### src/rtl/fmps_pkg.sv
// Shared definitions for the FMPS readout buffer (writer and readout streamer).
// Contents:
//   CSR_*          bit positions inside the fmpsCSR status word
//   fmps_state_t   writer interval state encoding
//   fmps_pack_csr  assembles the status word from its fields
package fmps_pkg;

  localparam int unsigned CSR_ACTIVE_BIT  = 31;
  localparam int unsigned CSR_VALID_BIT   = 30;
  localparam int unsigned CSR_TIMEOUT_BIT = 29;
  localparam int unsigned CSR_DUP_LSB     = 16;
  localparam int unsigned CSR_DUP_WIDTH   = 8;
  localparam int unsigned CSR_COUNT_WIDTH = 9;

  typedef enum logic {
    ST_IDLE   = 1'b0,
    ST_ACTIVE = 1'b1
  } fmps_state_t;

  // Count is passed zero-extended to 9 bits so the field covers INDEX_WIDTH up to 8.
  function automatic logic [31:0] fmps_pack_csr(
    input logic                       active,
    input logic                       valid,
    input logic                       timed_out,
    input logic [CSR_DUP_WIDTH-1:0]   dup,
    input logic [CSR_COUNT_WIDTH-1:0] count
  );
    logic [31:0] csr;
    csr                                          = '0;
    csr[CSR_ACTIVE_BIT]                          = active;
    csr[CSR_VALID_BIT]                           = valid;
    csr[CSR_TIMEOUT_BIT]                         = timed_out;
    csr[CSR_DUP_LSB +: CSR_DUP_WIDTH]            = dup;
    csr[CSR_COUNT_WIDTH-1:0]                     = count;
    return csr;
  endfunction

endpackage

### src/rtl/fmps_interval_timer.sv
// Acquisition-interval down-counter.
// Ports:
//   clk, reset   rising-edge clock, synchronous active-high reset
//   load         loads load_value (takes priority over counting)
//   load_value   interval length in cycles; 0 disables expiry
//   enable       counting enabled (interval open)
//   expired      combinational: counter at 1 while enabled, interval ends on next edge
module fmps_interval_timer (
  input  logic        clk,
  input  logic        reset,
  input  logic        load,
  input  logic [31:0] load_value,
  input  logic        enable,
  output logic        expired
);

  logic [31:0] count;

  always_ff @(posedge clk) begin
    if (reset) begin
      count <= '0;
    end else if (load) begin
      count <= load_value;
    end else if (enable && (count != '0)) begin
      count <= count - 32'd1;
    end
  end

  // A zero count never matches, so a zero load value disables expiry.
  assign expired = enable && (count == 32'd1);

endmodule

### src/rtl/fmps_readout_writer.sv
// Producer side of the FMPS readout buffer: writes the per-index packet stream into
// the readout RAM and maintains the presence bitmap and interval status word.
// Ports:
//   sysClk, sysReset    clock, synchronous active-high reset
//   acqStart            strobe opening (or restarting) an acquisition interval
//   acqTimeout          interval length in cycles, 0 = no timeout
//   fmpsExpectedMask    indices required for completion, latched on acqStart
//   fmpsIndex/Data/Valid inbound packet stream
//   fmpsWriteAddress/Data/Enable  registered RAM write port
//   fmpsBitmapAll       presence bitmap of the current/last interval
//   fmpsCSR             [31] active [30] valid [29] timedOut [23:16] duplicates
//                       [INDEX_WIDTH:0] distinct packets
// Build option: define FMPS_DUPLICATE_COUNT_EN to implement the saturating duplicate
// counter; otherwise fmpsCSR[23:16] reads 0.
module fmps_readout_writer
  import fmps_pkg::*;
#(
  parameter int unsigned INDEX_WIDTH = 5
) (
  input  logic                        sysClk,
  input  logic                        sysReset,
  input  logic                        acqStart,
  input  logic [31:0]                 acqTimeout,
  input  logic [(1<<INDEX_WIDTH)-1:0] fmpsExpectedMask,
  input  logic [INDEX_WIDTH-1:0]      fmpsIndex,
  input  logic [31:0]                 fmpsData,
  input  logic                        fmpsValid,
  output logic [INDEX_WIDTH-1:0]      fmpsWriteAddress,
  output logic [31:0]                 fmpsWriteData,
  output logic                        fmpsWriteEnable,
  output logic [(1<<INDEX_WIDTH)-1:0] fmpsBitmapAll,
  output logic [31:0]                 fmpsCSR
);

  localparam int unsigned DEPTH = 1 << INDEX_WIDTH;

  fmps_state_t             state;
  logic [DEPTH-1:0]        mask;
  logic [INDEX_WIDTH:0]    count;
  logic                    active;
  logic                    valid_flag;
  logic                    timed_out;
  logic [CSR_DUP_WIDTH-1:0] dup_count;

  logic                    accept;
  logic                    bit_was_set;
  logic                    complete;
  logic                    expired;
  logic [DEPTH-1:0]        index_bit;

  // A packet alongside acqStart belongs to the new interval, so it is accepted even
  // from idle and sees the bitmap as already cleared.
  assign accept      = fmpsValid && ((state == ST_ACTIVE) || acqStart);
  assign bit_was_set = !acqStart && fmpsBitmapAll[fmpsIndex];
  assign complete    = ((fmpsBitmapAll & mask) == mask);
  assign index_bit   = DEPTH'(1) << fmpsIndex;

  fmps_interval_timer u_timer (
    .clk        (sysClk),
    .reset      (sysReset),
    .load       (acqStart),
    .load_value (acqTimeout),
    .enable     (state == ST_ACTIVE),
    .expired    (expired)
  );

  always_ff @(posedge sysClk) begin
    if (sysReset) begin
      state            <= ST_IDLE;
      mask             <= '0;
      count            <= '0;
      active           <= 1'b0;
      valid_flag       <= 1'b0;
      timed_out        <= 1'b0;
      fmpsBitmapAll    <= '0;
      fmpsWriteEnable  <= 1'b0;
      fmpsWriteAddress <= '0;
      fmpsWriteData    <= '0;
    end else begin
      fmpsWriteEnable <= accept;
      if (accept) begin
        fmpsWriteAddress <= fmpsIndex;
        fmpsWriteData    <= fmpsData;
      end

      if (acqStart) begin
        state         <= ST_ACTIVE;
        mask          <= fmpsExpectedMask;
        active        <= 1'b1;
        valid_flag    <= 1'b0;
        timed_out     <= 1'b0;
        fmpsBitmapAll <= accept ? index_bit : '0;
        count         <= accept ? (INDEX_WIDTH+1)'(1) : '0;
      end else if (state == ST_ACTIVE) begin
        if (accept) begin
          fmpsBitmapAll <= fmpsBitmapAll | index_bit;
          if (!bit_was_set) begin
            count <= count + (INDEX_WIDTH+1)'(1);
          end
        end
        // Completion is judged on the registered bitmap and wins over expiry.
        if (complete) begin
          state      <= ST_IDLE;
          active     <= 1'b0;
          valid_flag <= 1'b1;
        end else if (expired) begin
          state     <= ST_IDLE;
          active    <= 1'b0;
          timed_out <= 1'b1;
        end
      end
    end
  end

`ifdef FMPS_DUPLICATE_COUNT_EN
  always_ff @(posedge sysClk) begin
    if (sysReset || acqStart) begin
      dup_count <= '0;
    end else if (accept && bit_was_set && (dup_count != '1)) begin
      dup_count <= dup_count + CSR_DUP_WIDTH'(1);
    end
  end
`else
  assign dup_count = '0;
`endif

  assign fmpsCSR = fmps_pack_csr(active, valid_flag, timed_out, dup_count,
                                 CSR_COUNT_WIDTH'(count));

endmodule

### config.mk
export PLATFORM = sky130hd
export DESIGN_NAME = fmps_readout_writer
export DESIGN_NICKNAME = d
export VERILOG_FILES = /design/src/rtl/fmps_pkg.sv /design/src/rtl/fmps_interval_timer.sv /design/src/rtl/fmps_readout_writer.sv
export SDC_FILE = /design/constraint.sdc
export NUM_CORES = 1
export LEC_CHECK = 0
export CORE_ASPECT_RATIO = 2
export CORE_MARGIN = 2
export CORE_UTILIZATION = 42
export DETAILED_ROUTE_END_ITERATION = 6
export HOLD_SLACK_MARGIN = 0.02
export MAX_ROUTING_LAYER = met4
export PLACE_DENSITY = 0.84
export SKIP_CTS_REPAIR_TIMING = 1
export SYNTH_ARGS = -nofsm -noshare
export SYNTH_HDL_FRONTEND = slang
export SYNTH_SLANG_ARGS = --single-unit
### constraint.sdc
create_clock -name sysClk -period 3.3 [get_ports sysClk]
set_input_delay 0.99 -clock sysClk [delete_from_list [all_inputs] [get_ports sysClk]]
set_output_delay 0.99 -clock sysClk [all_outputs]
set_load 0.03 [all_outputs]
==> metrics list <==
* Critical path's largest stage delay: 0.61 ns
- Instance count of the mapped netlist: 744
* DRC violation count after routing: 0
- The tree is rooted in a clkbuf_16.
* Final Core Density: 59.1%
* Total internal power: 3.25 mW
- Switching power share of the total: 26.9%
* Max Fclk: 0.346 GHz
* Combined global-route utilization of all metal layers: 22.2%
* Count of input and output buffers: 183
* Number of enable-type register cells in the synthesized netlist: 0
- Nets@finish: 1020
- TritonCTS built the clock tree.
- Across the routed clock network, the largest skew measured is 0.00745 ns.
- The number of buffers and inverters on the critical path is 1.
* Maximum buffer depth of the clock tree: 2
- Mapped Area: 6420 sq um
- Post-place instance area: 8350 sq um
- Headroom to the max-slew limit came out at 49.7%.
* Share of flip-flops with an asynchronous set or reset after synthesis: 0%
- The via count of the first global-routing pass is 5675.
* Die outline width: 91.4 microns
- After floorplanning, the core was sized to cover 15100 sq um.
- Count of endpoints failing hold in the final timing report: 0
- Final weighted congestion of routability-driven global placement: 0.883
* Maximum resistive drop on vdd: 0.358 mV
* Number of ports placed on the die boundary: 207
* Die Footprint: 16400 sq um
* Initial antenna violation count: 0
- For the pin with the worst max-slew slack, the measured transition is 0.753 ns.
- For this run, the detailed router's first-pass iteration total came to 7.
- The synthesized design spends more area on one cell type than any other, namely dfxtp_1.
- The min-delay analysis places its worst path in the category register to register.
- Type of element launching the critical path: primary input
- On the final layout, the worst hold slack is 0.452 ns.
* Remaining Overflow, GRT: 0
- After clock tree synthesis, the clock-pin slew on the worst setup and hold paths is 0.06 ns.
- Result of the run: completed
* Synth area leaders: dfxtp_1 (45%), mux2i_1 (8.1%), nand2_1 (5.3%), a22o_1 (4.5%), nor2_1 (4.1%)
* Later-pin clock latency in the skew report: 0.42 ns
- For this run, the register share of the synthesized area comes to 44.9%.
- In this run, the clock network consumes 42.8% of the power.
- Worst Setup Path Type: primary input to register
- Yosys Warn Count: 0
* Unrepaired setup endpoints after global routing: no
* Fraction of synthesized cell area taken by the top area cell type: 44.9%
* Share of power burned in combinational logic: 14.8%
- The floorplan has 64 rows.
- Layout Cell Area excl Fill: 8940 sq um
- The first global-routing pass estimated 28.2 mm of wire.
- Power Total: 4.44 mW
* Critical Path Most Common Cell: nand3_1
* Portion of total power attributed to sequential cells: 42.5%
* Max-slew violation count: 0
- In the finished design, the share of the clock period the worst path needs comes to 87.6%.
* Share of final-layout standard cells stronger than drive strength 1: 6.70%
* Synth cell types: 52
- Detailed Place HPWL: 12.9 mm
- Of all nets on the critical path, the largest fanout is 10.
- Die height: 179 microns
- CP Data Required Time: 3.65 ns
- Summing over every cut layer, the via total after detailed routing is 6011.
- In this run the static leakage power is 3.39 nW.
* Layout-stage area growth over the synthesis result: 39.2%
* Maximum number of pins on one net before global-route repair: 62
- 0 antenna diodes ended up in the layout.
* Number of clock sinks seen by CTS: 144
* Top FF cell, synth: dfxtp_1
* Arrival time at the worst endpoint: 3.24 ns
- The routed design has 18.0 mm of wire.
- Walking the worst path, the cells encountered are clkdlybuf4s50_1, nor2b_1, a22oi_1, nand3_1, nand3_1, or4_1, a21oi_1.
- Max Cap Viol: 0
- Starting utilization of the core area: 42.4%
- Dividing the detail-routed wire length by the instance count gives 16.0 microns.
- TritonCTS Buffers: 17
- The smallest clock period supported by the final layout is computed as 2.89 ns.
- For this block, the initial DRC count from the detailed router was 280.
- STA classifies the critical path endpoint as a register.
- Library cell contributing the largest single delay on the critical path: or4_1
- Setup Viol. Count Final: 0
- Final total negative setup slack: 0 ns
* Avg Cell Area, Syn: 8.63 sq um
- The synthesized design contains 144 register bits.
* CTS H-Tree Depth: 4
- Net switching component of the power: 1.19 mW
- Once detail routing completed, the nets flagged for antenna violations numbered 0.
* Power per Cell Area: 496 nW/um^2
- The kind of cell with the highest combined delay along the critical path is simple AND/OR/NAND/NOR gates.
- In the routed layout, each cell is associated on average with a via count of 5.35.
-- worst register-to-register path, cell delays in order, from the launching register on --
cell,delay [ns]
dfxtp_1,0.36
or4_1,0.66
or3_1,0.53
nor4_1,0.61
nor3_1,0.12
xnor2_1,0.16
a211oi_1,0.25
-- metal layers --
metal	global-route usage, %	up-vias	routed length [microns]
li1	-	2901	-
met1	27.2	2830	7570
met2	35.1	252	8660
met3	5.76	28	1410
met4	8.14	0	357
met5	-	-	0
-- power by group through the flow --
stage,sequential [mW],clock [mW],combinational [mW]
after detailed placement,1.92,0,0.653
after global routing,1.89,2.00,0.710
after CTS,1.88,1.92,0.656
final,1.88,1.90,0.655
after global placement,1.92,0,0.641
after floorplan,1.96,0,0.355
-- cell type report --
type                       instances  area, sq um
clock buffer                      18          429
clock inverter                    14          161
fill                            1283         6190
inverter                          41          154
multi-input combinational        509         3110
sequential                       144         2880
tap                              198          248
timing repair buffer             199         1960
-- synth_stat cells (all sizes together) (4+ instances only) --
cell type	count
dfxtp	144
nand2	92
nor2	70
mux2i	52
a21oi	51
inv	41
clkbuf	38
buf	34
a22o	33
nor3	20
a211oi	18
o22ai	17
xnor2	17
or3	14
or4	14
nor4	11
o21ai	11
a311oi	8
nand4	7
nand3	6
o31ai	5
nand2b	4
nor2b	4
nor3b	4
-- final timing paths --
| path | from | endpoint | slack, ns | depth (start not counted) |
|---|---|---|---|---|
| setup / recovery | fmpsIndex[2] | count[4] | 0.41 | 7 |
| setup reg to reg | u_timer.count[9] | u_timer.count[3] | 0.53 | 6 |
| hold reg to reg | fmpsWriteAddress[1] | fmpsWriteAddress[1] | 0.45 | 2 |
| hold / removal | fmpsWriteAddress[1] | fmpsWriteAddress[1] | 0.45 | 2 |
-- metrics by stage --
| stage | cells | setup WS (ns) |
|---|---|---|
| after floorplan | 766 | 0.141 |
| after CTS | 1123 | 0.456 |
| final | 1123 | 0.408 |
| after detailed placement | 1091 | 0.0183 |
| after global placement | 1091 | 0.118 |
| after global routing | 1123 | 0.298 |
-- registers in the layout, summed over array words and instances, names as in the netlist --
signal	count
state	1
fmpsWriteEnable	1
valid_flag	1
fmpsWriteAddress	5
active	1
count	6
mask	32
fmpsWriteData	32
u_timer.count	32
fmpsBitmapAll	32
timed_out	1
-- cells in the final DEF (no fill, tap or decap), drive strengths merged, types with 17 or more instances in the layout --
cell and n:
nor3 20, conb 23, nor2 70, clkbuf 18, a22o 33, a21oi 51, mux2i 52, nand2 92
buf 18, a211oi 18, inv 43, dfxtp 144, o22ai 17, xnor2 17, clkdlybuf4s50 181
-- kinds of logic after synthesis --
logic type	synth area share, %
xor+xnor	2.59
flops	44.9
other cells	0.0584
simple gates	18.6
fa+ha+maj	0.585
compound gates	17.0
buf+inv	8.16
mux	8.10
Note: power is estimated with default switching activity, not from simulation.
